**config.mk**
```make
export PLATFORM = sky130hd
export DESIGN_NAME = moore_seq_detector
export DESIGN_NICKNAME = d
export VERILOG_FILES = /design/src/rtl/moore_seq_detector.sv
export SDC_FILE = /design/constraint.sdc
export NUM_CORES = 1
export LEC_CHECK = 0
export ABC_AREA = 1
export CORE_UTILIZATION = 50
export DETAILED_ROUTE_END_ITERATION = 16
export PLACE_DENSITY = 0.79
export SYNTH_ARGS = -nofsm -noshare
export SYNTH_HDL_FRONTEND = slang
export SYNTH_SLANG_ARGS = --single-unit
```
**constraint.sdc**
```tcl
create_clock -name clk -period 3.9 [get_ports clk]
set_clock_uncertainty 0.2 [all_clocks]
set_input_delay 0.39 -clock clk [delete_from_list [all_inputs] [get_ports clk]]
set_output_delay 0.39 -clock clk [all_outputs]
set_load 0.05 [all_outputs]
```
**src/rtl/moore_seq_detector.sv**
```systemverilog
// Parametrised Moore sequence detector with KMP fallback, enable gating and a
// saturating match counter. Transition table is built at elaboration.
module moore_seq_detector #(
  parameter int unsigned      LEN     = 4,
  parameter logic [LEN-1:0]   PATTERN = 4'b1011,
  parameter bit               OVERLAP = 1'b1,
  parameter int unsigned      CNT_W   = 8
) (
  input  logic                        clk,
  input  logic                        rst,
  input  logic                        en,
  input  logic                        x,
  input  logic                        clr_cnt,
  output logic                        y,
  output logic [CNT_W-1:0]            match_cnt,
  output logic                        sat,
  output logic [$clog2(LEN+1)-1:0]    state_o
);

  localparam int unsigned SW     = $clog2(LEN + 1);
  localparam int unsigned NSTATE = 1 << SW;
  localparam logic [CNT_W-1:0] CNT_MAX = '1;

  typedef logic [SW-1:0] state_t;

  // p-th pattern bit in arrival order (p = 0 is the first bit received)
  function automatic logic pat_bit(input int unsigned p);
    logic [LEN-1:0] t;
    t = PATTERN >> (LEN - 1 - p);
    return t[0];
  endfunction

  // Longest j <= k+1 such that the last j bits of (prefix_k, xb) equal prefix_j
  function automatic int unsigned calc_next(input int unsigned k, input logic xb);
    logic [16:0]  s;
    logic         ok;
    int unsigned  best;
    s    = '0;
    best = 0;
    for (int unsigned p = 0; p < k; p++) s = s | (17'(pat_bit(p)) << p);
    s = s | (17'(xb) << k);
    for (int unsigned j = 1; j <= k + 1; j++) begin
      ok = 1'b1;
      for (int unsigned q = 0; q < j; q++) begin
        if (1'(s >> (k + 1 - j + q)) != pat_bit(q)) ok = 1'b0;
      end
      if (ok) best = j;
    end
    return best;
  endfunction

  // Longest proper border of the whole pattern
  function automatic int unsigned calc_border();
    logic        ok;
    int unsigned best;
    best = 0;
    for (int unsigned j = 1; j < LEN; j++) begin
      ok = 1'b1;
      for (int unsigned q = 0; q < j; q++) begin
        if (pat_bit(LEN - j + q) != pat_bit(q)) ok = 1'b0;
      end
      if (ok) best = j;
    end
    return best;
  endfunction

  localparam int unsigned BORDER  = calc_border();
  localparam int unsigned RESTART = OVERLAP ? BORDER : 0;

  // Next-state table indexed by current state; unreachable encodings map to S0
  state_t nxt0 [NSTATE];
  state_t nxt1 [NSTATE];

  for (genvar k = 0; k < NSTATE; k++) begin : g_tab
    localparam bit          VALID = (k <= LEN);
    localparam int unsigned EFF   = (k == LEN) ? RESTART : k;
    assign nxt0[k] = VALID ? SW'(calc_next(EFF, 1'b0)) : '0;
    assign nxt1[k] = VALID ? SW'(calc_next(EFF, 1'b1)) : '0;
  end

  state_t           state_q, state_d;
  logic             y_q;
  logic [CNT_W-1:0] cnt_q, cnt_d;
  logic             sat_q;
  logic             inc;

  always_comb begin
    state_d = state_q;
    inc     = 1'b0;
    cnt_d   = cnt_q;
    if (state_q > SW'(LEN)) begin
      state_d = '0;
    end else if (en) begin
      state_d = x ? nxt1[state_q] : nxt0[state_q];
    end
    inc = en && (state_d == SW'(LEN));
    if (clr_cnt) begin
      cnt_d = '0;
    end else if (inc && (cnt_q != CNT_MAX)) begin
      cnt_d = cnt_q + 1'b1;
    end
  end

  always_ff @(posedge clk or posedge rst) begin
    if (rst) begin
      state_q <= '0;
      y_q     <= 1'b0;
      cnt_q   <= '0;
      sat_q   <= 1'b0;
    end else begin
      state_q <= state_d;
      y_q     <= (state_d == SW'(LEN));
      cnt_q   <= cnt_d;
      sat_q   <= (cnt_d == CNT_MAX);
    end
  end

  assign y         = y_q;
  assign match_cnt = cnt_q;
  assign sat       = sat_q;
  assign state_o   = state_q;

endmodule

```
==> results.txt, run 1 <==
----------------------------------------------------
[Place]
  Weighted congestion reported at the end of routability-driven placement ... a little under 0.8
  Placed cell area ... ~990 sq um
  Worst setup timing slack at the placement stage ... around 1900 ps
  Number of input and output port buffers inserted ... 17
  DPL Wire Length ... 1.273 mm
  Placed Cells incl. Taps ... ~140

[Drt]
  Total met3 wirelength after detailed routing ... 78 um
  Met1 Routed Length ... about 840 um
  Final wirelength ... ~1.6 mm
  Post-route ant nets ... 0
  Vias after detailed routing ... between 700 and 800
  Number of detailed-routing iterations run before antenna repair ... 12
  Routed length on met2 ... 709 um
  Routed wirelength normalized by instance count ... ~11 um
  Highest routed layer ... met4
  Violation count after the first detailed-route iteration ... 27
  Total DRC errors in the routed layout ... 1
  Mean number of vias per cell ... between 4 and 5

[Clock network]
  Root buffer cell ... sky130_fd_sc_hd__clkbuf_4
  CTS Hold Buffers Added ... 0
  Post-CTS setup buffer count ... 0
  Number of buffers on the longest clock path ... 2
  Clock buffers created by TritonCTS ... 3
  Clock-pin transition on the worst setup and hold timing paths ... roughly 80 ps
  Count of instances resized after the clock tree is built ... 0
  TritonCTS clock tree ... built
  Clock net sink count ... 13
  Clk_lat worst skew ... 280 ps
  H-tree levels ... 1

[Global routing]
  Number of antenna violations at the first check in global routing ... 0
  GRT Overall Usage ... a little over a fifth
  Wire length of the first global-routing pass ... 2.822 mm
  Global-route congestion overflow total ... 0
  Pin count of the biggest net entering global routing ... 14
  Via count of the first global-routing pass ... about 660

[Timing]
  Shortest clock period the worst path allows after layout ... about 2200 ps
  Worst relative slew slack ... about two thirds
  Endpoints failing setup ... 0
  Slew at the pin with the worst max-slew slack ... 511.9 ps
  F_max ... approximately 460 MHz
  Unrepaired setup endpoints after global routing ... no
  Period utilization ... 55.52%
  Post-layout worst setup margin ... 1735 ps
  Max Transition Viols Final ... 0
  Smallest hold slack ... approximately 230 ps
  Sum of negative setup slack ... 0 ps
  Count of endpoints failing hold in the final timing report ... 0

[Worst setup path]
  Startpoint of the worst register-to-register path ... match_cnt[0]
  CP startpoint kind ... flip-flop
  Number of cells traversed by the worst register-to-register path ... 12
  Number of buffers and inverters on the critical path ... 1
  Worst endpoint required time ... between 3000 and 4000 ps
  Worst-path cell chain ... clkdlybuf4s50_1
  Slowest cell delay on critical path ... 850 ps
  Arrival time at the worst endpoint ... 1580 ps
  Largest driver fanout on the critical path ... 6
  Start-to-end type of the worst setup path ... flip-flop to primary output
  Cell type group with the largest total delay on the critical path ... buffers and inverters
  Destination of the worst register-to-register timing path ... sat
  Type of destination of the critical path ... primary output
  Max stage delay cell, worst path ... sky130_fd_sc_hd__clkdlybuf4s50_1
  Reg-to-reg slack, setup ... between 2000 and 2500 ps
  Depth of the critical timing path with buffers and inverters included ... 1

[Pwr]
  Pwr Total ... between 0.2 and 0.3 mW
  Internal Pwr Total ... 0.1991 mW
  Worst IR drop on VDD ... about 0.24 mV
  Switching Share ... 31.53%
  Power density over the cells ... ~290 nW/um^2
  Sequential cell fraction of total power ... around half
  Switching power summed over all nets ... 0.09167 mW
  Static leakage ... around 0.48 nW
  Combinational power share ... between 20% and 30%
  Clock network fraction of total power ... 28.1%

[Finish]
  Register Area ... between 300 and 400 sq um
  Multi-input gate area ... 409.1 sq um
  Finished layout cell area ... 1020 sq um
  Antenna fix cells ... 0
  Area Growth Syn to Fin ... 27.15%
  Number of cells in the finished layout apart from fillers ... 148
  Share of layout cells above drive strength 1 ... around a tenth
  End-of-flow core utilization ... about two thirds
  Final-layout fill cell count ... 138
  Total Nets Final ... between 100 and 150

[Run status]
  Status ... finished with violations
  Failing checks ... DRC

[Floorplan]
  Die Height ... between 40 and 50 um
  Die Area ... between 1500 and 2000 sq um
  I/O pin count ... 18
  Starting density of the core ... between 50 and 60%
  Core area ... about 1500 sq um
  Row cnt ... 14
  Die width ... about 42 um

[Synthesis]
  Cell area after technology mapping ... ~800 sq um
  Avg Inst Size Synth ... just over 7 sq um
  Sequential fraction of the synthesis area ... about two fifths
  Number of distinct library cells after synthesis ... 21
  Post-Syn Instances ... approximately 110
  Flops & latches, synth ... 13
  Mapped Nets ... 117
  Number of warning messages in the yosys log ... 0

[Hold path]
  Classification of the worst-slack hold path ... input port to async pin

[Flow run]
  Max-Cap Viols ... 0

----------------------------------------------------
[flip-flops by register name, summed over array words and instances, names as in the netlist]
name and cells:
sat 1, match_cnt 8, y 1, state_o 3
[power groups by stage]
| stage | Combinational, mW | Clock, mW | Sequential, mW |
|---|---|---|---|
| after floorplan | 0.0174 | 0 | 0.171 |
| after global placement | 0.0610 | 0 | 0.149 |
| after detailed placement | 0.0623 | 0 | 0.150 |
| after CTS | 0.0624 | 0.0859 | 0.147 |
| after global routing | 0.0667 | 0.0919 | 0.148 |
| final | 0.0621 | 0.0818 | 0.147 |
[area by class of cell]
class / instances / share of cell area [%]
clock buffers: 3 / 2.209
clock inverters: 1 / 0.4908
inverters: 18 / 6.626
multi-input cells: 80 / 40.12
flip-flops and latches: 13 / 31.90
well taps: 16 / 1.963
repair buffers: 17 / 16.69
[cell usage after synthesis, drive strengths merged]
cell     number  share of area, %
nand2        37                19
nor2         18                11
inv          16               7.5
dfrtp        13                41
a21oi         5               3.1
nand3b        5               4.7
nand3         4               3.1
o21ai         4               2.5
a2111oi       2               2.2
clkinv        2              0.94
ha            1               1.6
nand4         1               1.6
nor3          1              0.62
xnor2         1               1.1
xor2          1               1.1
[logic make-up after synthesis]
| logic type | count (synthesis) | synth area share, % |
|---|---|---|
| AOI/OAI and AO/OA | 11 | 7.800 |
| xor gates and xnor gates | 2 | 2.184 |
| adders and majority gates | 1 | 1.560 |
| buffers and inverters | 18 | 8.425 |
| DFF | 13 | 40.56 |
| and+or+nand+nor | 66 | 39.47 |
[how the worst max path moves through the flow]
stage	from	endpoint	slack, ps
floorplan	match_cnt[1]	sat	1840
global placement	en	sat	1890
detailed placement	en	sat	1880
CTS	match_cnt[2]	match_cnt[2]	1730
global route	match_cnt[5]	match_cnt[5]	1670
finish	match_cnt[2]	match_cnt[2]	1730
[cell usage in the layout (no fill, tap or decap)]
master | synthesis | layout
sky130_fd_sc_hd__clkinv_1 | 2 | 2
sky130_fd_sc_hd__clkbuf_4 | 0 | 3
sky130_fd_sc_hd__xor2_1 | 1 | 1
sky130_fd_sc_hd__xnor2_1 | 1 | 1
sky130_fd_sc_hd__a21oi_1 | 5 | 5
sky130_fd_sc_hd__nor2_1 | 15 | 15
sky130_fd_sc_hd__nand2_1 | 34 | 34
sky130_fd_sc_hd__nand3_1 | 3 | 3
sky130_fd_sc_hd__nor2_4 | 2 | 2
sky130_fd_sc_hd__ha_1 | 1 | 1
sky130_fd_sc_hd__nand3_2 | 1 | 1
sky130_fd_sc_hd__clkinv_2 | 0 | 1
sky130_fd_sc_hd__nand4_2 | 1 | 1
sky130_fd_sc_hd__inv_1 | 14 | 14
sky130_fd_sc_hd__inv_2 | 2 | 2
sky130_fd_sc_hd__dfrtp_1 | 13 | 13
sky130_fd_sc_hd__nor3_1 | 1 | 1
sky130_fd_sc_hd__a2111oi_0 | 2 | 2
sky130_fd_sc_hd__nand3b_1 | 5 | 5
sky130_fd_sc_hd__o21ai_0 | 4 | 4
sky130_fd_sc_hd__nand2_2 | 2 | 2
sky130_fd_sc_hd__nand2_4 | 1 | 1
sky130_fd_sc_hd__clkdlybuf4s50_1 | 0 | 17
sky130_fd_sc_hd__nor2_2 | 1 | 1
[routing by layer]
metal	GRT usage (%)	vias to the layer above
met5	0	-
met4	10.00	0
met3	4.741	2
met2	27.50	26
met1	32.20	323
li1	-	387
Power figures use the tool's default switching activity.
==> run 2: changes to the inputs <==
Settings changed: CORE_UTILIZATION 50 to 48, PLACE_DENSITY 0.79 to 0.77.
Clock period 3.9 ns to 2.2 ns, I/O delays scaled along.
==> results.txt, run 2 (same netlist as run 1, synthesis figures left out) <==
----------------------------------------------------
[Clock network]
  TritonCTS clock tree ... built
  Clock-pin transition on the worst setup and hold timing paths ... roughly 80 ps
  H-tree levels ... 1
  Post-CTS setup buffer count ... 0
  Clock buffers created by TritonCTS ... 3
  CTS Hold Buffers Added ... 0
  Number of buffers on the longest clock path ... 2
  Root buffer cell ... sky130_fd_sc_hd__clkbuf_4
  Count of instances resized after the clock tree is built ... 0
  Clock net sink count ... 13
  Clk_lat worst skew ... between 200 and 300 ps

[Floorplan]
  I/O pin count ... 18
  Starting density of the core ... a little over half
  Die Height ... 42.88 um
  Die Area ... 1838 sq um
  Die width ... ~43 um
  Row cnt ... 14
  Core area ... around 1500 sq um

[Finish]
  Area Growth Syn to Fin ... 26.99%
  Antenna fix cells ... 0
  Finished layout cell area ... approximately 1000 sq um
  Most common cell after layout, fill and taps aside ... sky130_fd_sc_hd__nand2_1
  End-of-flow core utilization ... between 60% and 70%
  Number of cells in the finished layout apart from fillers ... ~150
  Share of layout cells above drive strength 1 ... under 10%
  Flip-flop count of the largest register, all copies and words added ... 8
  Total Nets Final ... approximately 140
  Highest-count cells in the layout ignoring fill and taps ... sky130_fd_sc_hd__nand2_1 (34), sky130_fd_sc_hd__clkdlybuf4s50_1 (17), sky130_fd_sc_hd__nor2_1 (15), sky130_fd_sc_hd__inv_1 (14), sky130_fd_sc_hd__dfrtp_1 (13)

[Drt]
  Total DRC errors in the routed layout ... 0
  Number of detailed-routing iterations run before antenna repair ... 4
  Mean number of vias per cell ... 5.399
  Violation count after the first detailed-route iteration ... 33
  Post-route ant nets ... 0
  Routed wirelength normalized by instance count ... around 13 um
  Final wirelength ... about 1.9 mm
  Vias after detailed routing ... around 800

[Place]
  Weighted congestion reported at the end of routability-driven placement ... 0.9185
  Number of input and output port buffers inserted ... 17
  DPL Wire Length ... about 1.4 mm
  Placed Cells incl. Taps ... between 100 and 150
  Placed cell area ... approximately 1000 sq um

[Pwr]
  Combinational power share ... 21.4%
  Clock network fraction of total power ... about 28%
  Power density over the cells ... 505.6 nW/um^2
  Switching power summed over all nets ... 0.1592 mW
  Pwr Total ... 0.5149 mW
  Switching Share ... a little under a third
  Sequential cell fraction of total power ... 50.7%
  Internal Pwr Total ... around 0.36 mW
  Worst IR drop on VDD ... 0.3965 mV
  Static leakage ... 0.4737 nW

[Timing]
  Period utilization ... between 90% and 100%
  Unrepaired setup endpoints after global routing ... no
  Worst relative slew slack ... roughly two thirds
  F_max ... 501.0 MHz
  Max Transition Viols Final ... 0
  Shortest clock period the worst path allows after layout ... 1996 ps
  Count of endpoints failing hold in the final timing report ... 0
  Endpoints failing setup ... 0
  Slew at the pin with the worst max-slew slack ... about 500 ps
  Sum of negative setup slack ... 0 ps

[Global routing]
  Via count of the first global-routing pass ... 726
  Global-route congestion overflow total ... 0
  Wire length of the first global-routing pass ... ~3.2 mm
  GRT Overall Usage ... 23.59%
  Number of antenna violations at the first check in global routing ... 0
  Pin count of the biggest net entering global routing ... 14

[Worst setup path]
  Start-to-end type of the worst setup path ... flip-flop to primary output
  Arrival time at the worst endpoint ... between 1500 and 2000 ps
  Type of destination of the critical path ... primary output
  Worst-path cell chain ... clkdlybuf4s50_1
  CP startpoint kind ... flip-flop
  Worst endpoint required time ... 1780 ps
  Number of buffers and inverters on the critical path ... 1
  Max stage delay cell, worst path ... sky130_fd_sc_hd__clkdlybuf4s50_1
  Reg-to-reg slack, setup ... between 200 and 250 ps
  Cell type group with the largest total delay on the critical path ... buffers and inverters
  Slowest cell delay on critical path ... ~840 ps
  Largest driver fanout on the critical path ... 6

[Flow run]
  Max-Cap Viols ... 0

[Hold path]
  Classification of the worst-slack hold path ... input port to async pin

[Run status]
  Status ... finished, final reports clean

----------------------------------------------------
==> run 2: final cells by class <==
cell class                      instances  area, sq um
Clock buffer                            4        26.28
Fill cell                             135        523.0
Inverter                               18        67.56
Multi-Input combinational cell         80        409.1
Sequential cell                        13        325.3
Tap cell                               16        20.02
Timing Repair Buffer                   17        170.2
==> run 2: metal layers <==
metal / vias to the layer above / wire length (um) / GRT usage, %
li1: 389 / - / -
met1: 368 / 857 / 32.97
met2: 40 / 832 / 34.24
met3: 2 / 147 / 5.957
met4: 0 / 20 / 10.63
met5: - / 0 / 0
==> run 2: stage by stage <==
stage,setup WS [ps],hold WS [ps]
after floorplan,144.2,-103.0
after global routing,108.9,115.3
after CTS,193.8,75.16
after detailed placement,279.5,375.3
after global placement,336.6,367.3
final,204.0,64.04
==> run 2: worst paths after layout <==
check	start	end	cells past startpoint
max	match_cnt[7]	match_cnt[7]	1
min	rst	sat	2
max reg2reg	match_cnt[0]	sat	10
min reg2reg	state_o[1]	state_o[1]	2
max in group asynchronous	rst	match_cnt[3]	2
min in group clk	state_o[1]	state_o[1]	2
==> run 2: power groups by stage <==
stage / sequential [mW] / clock (mW) / combinational [mW]
CTS: 0.260 / 0.149 / 0.111
floorplan: 0.303 / 0 / 0.0308
detailed placement: 0.265 / 0 / 0.111
global route: 0.263 / 0.156 / 0.119
global placement: 0.265 / 0 / 0.108
finish: 0.261 / 0.144 / 0.110
==> run 2: worst reg2reg max path, cell delays in order, from the launching register on <==
cell                      delay (ps)
sky130_fd_sc_hd__dfrtp_1         440
sky130_fd_sc_hd__ha_1            260
sky130_fd_sc_hd__nand2_2         120
sky130_fd_sc_hd__inv_1            70
sky130_fd_sc_hd__nand2_1          80
sky130_fd_sc_hd__nor2_2           50
sky130_fd_sc_hd__nor2_4          180
sky130_fd_sc_hd__nand2_1          90
sky130_fd_sc_hd__a21oi_1         240
sky130_fd_sc_hd__nand3_1         110
sky130_fd_sc_hd__nor2_1           90
